[config.mk]
export PLATFORM = sky130hd
export DESIGN_NAME = xbar_master_queue
export DESIGN_NICKNAME = d
export VERILOG_FILES = /design/src/rtl/xbar_master_queue.sv
export SDC_FILE = /design/constraint.sdc
export NUM_CORES = 1
export LEC_CHECK = 0
export CORE_MARGIN = 2
export CORE_UTILIZATION = 53
export CTS_BUF_LIST = sky130_fd_sc_hd__clkbuf_4 sky130_fd_sc_hd__clkbuf_8 sky130_fd_sc_hd__clkbuf_16
export DETAILED_ROUTE_END_ITERATION = 12
export GPL_ROUTABILITY_DRIVEN = 0
export PLACE_DENSITY = 0.87
export SYNTH_ARGS = -nofsm -noshare
export SYNTH_HDL_FRONTEND = slang
export SYNTH_SLANG_ARGS = --single-unit
[constraint.sdc]
create_clock -name clk -period 4.43 [get_ports clk]
set_input_delay 0.886 -clock clk [delete_from_list [all_inputs] [get_ports clk]]
set_output_delay 0.886 -clock clk [all_outputs]
set_load 0.01 [all_outputs]
[src/rtl/xbar_master_queue.sv]
// Master-side request queue for one crossbar master port.
// Buffers DEPTH transactions and issues them one at a time until acked.
module xbar_master_queue #(
  parameter int DEPTH = 4
) (
  input  logic                         clk,
  input  logic                         reset,
  input  logic                         t_req,
  input  logic                         t_cmd,
  input  logic [31:0]                  t_addr,
  input  logic [31:0]                  t_wdata,
  output logic                         t_full,
  output logic                         t_drop,
  output logic                         o_req,
  output logic                         o_cmd,
  output logic [31:0]                  o_addr,
  output logic [31:0]                  o_wdata,
  input  logic                         i_ack,
  input  logic [31:0]                  i_rdata,
  output logic                         r_valid,
  output logic [31:0]                  r_addr,
  output logic [31:0]                  r_rdata,
  output logic [$clog2(DEPTH+1)-1:0]   count
);

  localparam int PW = $clog2(DEPTH);
  localparam int CW = $clog2(DEPTH+1);

  typedef enum logic [1:0] {
    IDLE = 2'd0,
    BUSY = 2'd1,
    DONE = 2'd2
  } state_t;

  state_t          state_q, state_d;
  logic [PW-1:0]   wptr_q, wptr_d;
  logic [PW-1:0]   rptr_q, rptr_d;
  logic [CW-1:0]   count_q, count_d;
  logic            t_full_q, t_full_d;
  logic            t_drop_q, t_drop_d;
  logic            o_req_q, o_req_d;
  logic            o_cmd_q, o_cmd_d;
  logic [31:0]     o_addr_q, o_addr_d;
  logic [31:0]     o_wdata_q, o_wdata_d;
  logic            r_valid_q, r_valid_d;
  logic [31:0]     r_addr_q, r_addr_d;
  logic [31:0]     r_rdata_q, r_rdata_d;

  logic            cmd_mem   [DEPTH];
  logic [31:0]     addr_mem  [DEPTH];
  logic [31:0]     wdata_mem [DEPTH];

  logic            accept;
  logic            pop;
  logic            go_busy;

  always_comb begin
    state_d   = state_q;
    o_req_d   = o_req_q;
    o_cmd_d   = o_cmd_q;
    o_addr_d  = o_addr_q;
    o_wdata_d = o_wdata_q;
    r_valid_d = 1'b0;
    r_addr_d  = r_addr_q;
    r_rdata_d = r_rdata_q;
    go_busy   = 1'b0;

    // a full queue drops the push even if this cycle also pops
    accept   = t_req && !t_full_q;
    t_drop_d = t_req && t_full_q;
    pop      = (state_q == BUSY) && i_ack;

    unique case (state_q)
      IDLE: begin
        if (count_q != '0) go_busy = 1'b1;
      end
      BUSY: begin
        if (i_ack) begin
          state_d   = DONE;
          o_req_d   = 1'b0;
          o_cmd_d   = 1'b0;
          o_addr_d  = '0;
          o_wdata_d = '0;
          if (!cmd_mem[rptr_q]) begin
            r_valid_d = 1'b1;
            r_addr_d  = addr_mem[rptr_q];
            r_rdata_d = i_rdata;
          end
        end
      end
      DONE: begin
        if (count_q != '0) go_busy = 1'b1;
        else state_d = IDLE;
      end
      default: state_d = IDLE;
    endcase

    if (go_busy) begin
      state_d   = BUSY;
      o_req_d   = 1'b1;
      o_cmd_d   = cmd_mem[rptr_q];
      o_addr_d  = addr_mem[rptr_q];
      o_wdata_d = wdata_mem[rptr_q];
    end

    wptr_d   = accept ? wptr_q + 1'b1 : wptr_q;
    rptr_d   = pop ? rptr_q + 1'b1 : rptr_q;
    count_d  = count_q + CW'(accept) - CW'(pop);
    t_full_d = (count_d == CW'(DEPTH));
  end

  always_ff @(posedge clk) begin
    if (reset) begin
      state_q   <= IDLE;
      wptr_q    <= '0;
      rptr_q    <= '0;
      count_q   <= '0;
      t_full_q  <= 1'b0;
      t_drop_q  <= 1'b0;
      o_req_q   <= 1'b0;
      o_cmd_q   <= 1'b0;
      o_addr_q  <= '0;
      o_wdata_q <= '0;
      r_valid_q <= 1'b0;
      r_addr_q  <= '0;
      r_rdata_q <= '0;
    end else begin
      state_q   <= state_d;
      wptr_q    <= wptr_d;
      rptr_q    <= rptr_d;
      count_q   <= count_d;
      t_full_q  <= t_full_d;
      t_drop_q  <= t_drop_d;
      o_req_q   <= o_req_d;
      o_cmd_q   <= o_cmd_d;
      o_addr_q  <= o_addr_d;
      o_wdata_q <= o_wdata_d;
      r_valid_q <= r_valid_d;
      r_addr_q  <= r_addr_d;
      r_rdata_q <= r_rdata_d;
    end
  end

  // storage needs no reset: occupancy decides what is valid
  always_ff @(posedge clk) begin
    if (!reset && accept) begin
      cmd_mem[wptr_q]   <= t_cmd;
      addr_mem[wptr_q]  <= t_addr;
      wdata_mem[wptr_q] <= t_wdata;
    end
  end

  assign t_full  = t_full_q;
  assign t_drop  = t_drop_q;
  assign o_req   = o_req_q;
  assign o_cmd   = o_cmd_q;
  assign o_addr  = o_addr_q;
  assign o_wdata = o_wdata_q;
  assign r_valid = r_valid_q;
  assign r_addr  = r_addr_q;
  assign r_rdata = r_rdata_q;
  assign count   = count_q;

endmodule

==> results_dict.tcl <==
set metrics [dict create \
    num_vias 8762 \
    final-setup-viol-count 0 \
    multi_input_area_mm2 0.00349 \
    power_density_mw_per_mm2 589 \
    cts_sinks 404 \
    antenna_found_initial 4 \
    fp.dieArea_mm2 0.0287 \
    fin_crit_ns 2.78 \
    portBuffers 236 \
    grtUsageTotal_pct 21.9 \
    hold_viol 0 \
    slowest_stage "and2_4" \
    synth_fp_nets 1080 \
    wire_per_inst_um 20.2 \
    ys_async_sr_fraction_pct 0 \
    reg2reg_slack_ns 1.74 \
    run_status "finished clean" \
    slowest_delay_ns 0.56 \
    synth-edff-count 260 \
    maxSlewViolCount 0 \
    fmax_ghz 0.360 \
    worstSetupEndpointType "flip-flop" \
    ys_warn_count 0 \
    seq_area_frac_synth_pct 73.7 \
    grt_pass1_wl_mm 48.1 \
    cp.arrival_ns 2.97 \
    cts_buffers 40 \
    die_h_um 169 \
    cts-resized-gates 0 \
    firstDrtPassIters 5 \
    viasPerCell 5.58 \
    dp_hpwl_mm 19.6 \
    reg2regPathDepth 5 \
    post_cts_buffers 0 \
    grt_max_degree 107 \
    synth-seq-cells 404 \
    final_cell_area_mm2 0.0185 \
    grt_pass1_vias 8702 \
    clock_skew_ns 0.00929 \
    ys.flop_type "edfxtp_1" \
    root_buffer "clkbuf_16" \
    pre_cts_ws_ns 1.13 \
    max_slew_margin_pct 22.7 \
    regArea_mm2 0.0107 \
    worstPathBufferInverterCount 2 \
    drt_iter0_drc 682 \
    cts_hold_buffers 0 \
    syn_area_mm2 0.0145 \
    htree_levels 2 \
    critPathKind "input pin to flip-flop" \
    final_core_util_pct 68.7 \
    rsz0062_at_grt "no" \
    worst_setup_path_start_kind "input pin" \
    placed_cell_area_mm2 0.0171 \
    whs_endpoint "r_rdata[18]$_SDFFE_PP0P_" \
    cp.depth 5 \
    setup-tns-final_ns 0 \
    num_rows 60 \
    cts_tree "done" \
    path_max_fanout 33 \
    clkTransAtPathRegs_ns 0.06 \
    core_area_mm2 0.0270 \
    peakVddDrop_mv 0.428 \
    path_cells "clkdlybuf4s50_1 -> nor2b_1 -> nor2b_1 -> and2_4 -> buf_12" \
    hold_path_class "flip-flop to flip-flop" \
    synthCells 973 \
    cp_top_family "simple AND/OR/NAND/NOR gates" \
    die_w_um 169 \
    clockBufferDepth 3 \
    r2r-end "r_addr[5]$_SDFFE_PP0P_" \
    insertion_delay_ns 0.51 \
    cap_violations 0 \
    whs_path_depth 2 \
    tightestPinTransition_ns 1.16 \
    worst_slack_ns 1.65 \
    fin_crit_sh_pct 62.7 \
    n_fill_cell 1753 \
    crit_required_ns 4.62 \
    p_total_mw 10.9 \
    drive_gt1_share_pct 13.2 \
    grt_overflow 0 \
    min_from "r_rdata[18]$_SDFFE_PP0P_" \
    initial_core_util_pct 53.8 \
    ant_nets 0 \
    drcViolationCount 0 \
    p_leak_nw 6.03 \
    ios 237 \
    cpMostUsedCell "nor2b_1" \
    area_growth_pct 27.6 \
    wl_mm 31.7 \
    synth.avg_cell_area_um2 14.9 \
    nets 1306 \
    yosysUniqueCellTypes 25 \
]
power by group:
| part | internal (mW) | total (mW) | switching (mW) | leakage (nW) |
|---|---|---|---|---|
| combinational | 1.21 | 2.62 | 1.42 | 1.80 |
| clock | 2.12 | 3.44 | 1.31 | 0.694 |
| sequential | 4.56 | 4.84 | 0.283 | 3.53 |
flip-flops by register name (all words and copies together) (netlist names), 3 cells and up, named ones only:
| signal | count |
|---|---|
| wdata_mem | 128 |
| addr_mem | 128 |
| count | 3 |
| r_addr | 32 |
| o_addr | 32 |
| cmd_mem | 4 |
| r_rdata | 32 |
| o_wdata | 32 |
cell usage in the layout, fill, tap and decap left out, types with 3 or more instances in the layout:
master           netlist  routed
nand3_1               65      65
clkdlybuf4s50_1        0     235
nor2_1                12      11
buf_4                  7      11
a21oi_1              132     132
and2_4                 0       4
buf_12                 0       4
nand2_1              197     197
clkbuf_16              0      41
bufinv_16              0       4
dfxtp_1              144     142
inv_1                  4       4
clkinv_2               0       6
edfxtp_1             260     260
or2_2                  2       3
clkbuf_8               0       7
clkbuf_4               0      12
mux4_2                65      65
xnor2_1                5       5
nor2b_1                4       4
ha_1                   5       5
through the flow:
step           std cells  hold slack, ns
2_1_floorplan        973           0.473
3_3_place_gp        1498           0.442
3_5_place_dp        1498           0.446
4_1_cts             1570           0.454
5_1_grt             1571           0.470
6_report            1571           0.452
logic make-up after synthesis:
family	Yosys count	share of synthesized area [%]
buffers and inverters	70	2.41
DFF	404	73.7
adders and majority gates	6	0.569
xor gates and xnor gates	5	0.302
muxes	65	10.1
and+or+nand+nor	291	8.42
AOI/OAI and AO/OA	132	4.55
worst min-delay path, cell delays in order (launching register included):
cell,delay (ns)
dfxtp_1,0.30
nand2_1,0.05
a21oi_1,0.05
synthesized netlist by cell type, types with 2 or more instances:
cell	n	area, um2
buf_2	12	60.1
edfxtp_1	260	7810
mux4_2	65	1460
ha_1	5	62.6
nand2_1	197	739
inv_1	4	15.0
nor3_1	2	10.0
nor2b_1	4	25.0
nand3_1	65	325
xnor2_1	5	43.8
buf_6	6	67.6
nor2_1	12	45.0
dfxtp_1	144	2880
or2_2	2	12.5
buf_1	12	45.0
a21oi_1	132	661
buf_4	7	52.6
and2_1	4	25.0
clkbuf_1	29	109
layer usage:
metal  up-vias  share of wire (%)  global-route usage [%]
met4         6                2.5                    7.58
met1      4330                 40                    28.4
met5         -               0.12                       0
li1       4027                  -                       -
met2       336                 49                    37.3
met3        63                7.6                    4.36
how the worst max path moves through the flow:
stage               from                    endpoint  slack [ns]
2_1_floorplan      t_req    addr_mem[0][0]$_DFFE_PP_        1.05
3_3_place_gp       t_req  wdata_mem[0][19]$_DFFE_PP_        1.18
3_5_place_dp       t_req  wdata_mem[0][13]$_DFFE_PP_        1.13
4_1_cts            t_req  wdata_mem[0][12]$_DFFE_PP_        1.65
5_1_grt        flip-flop    r_rdata[20]$_SDFFE_PP0P_        1.53
6_report           t_req  wdata_mem[0][12]$_DFFE_PP_        1.65
cell type report:
class	count	area share, %
Multi-Input combinational cell	499	18.9
Inverter	4	0.0811
Sequential cell	404	57.8
Tap cell	341	2.30
Clock inverter	12	0.851
Timing Repair Buffer	250	13.6
Antenna cell	1	0.0135
Clock buffer	60	6.55
No activity file was read; power rests on OpenSTA's default activity.
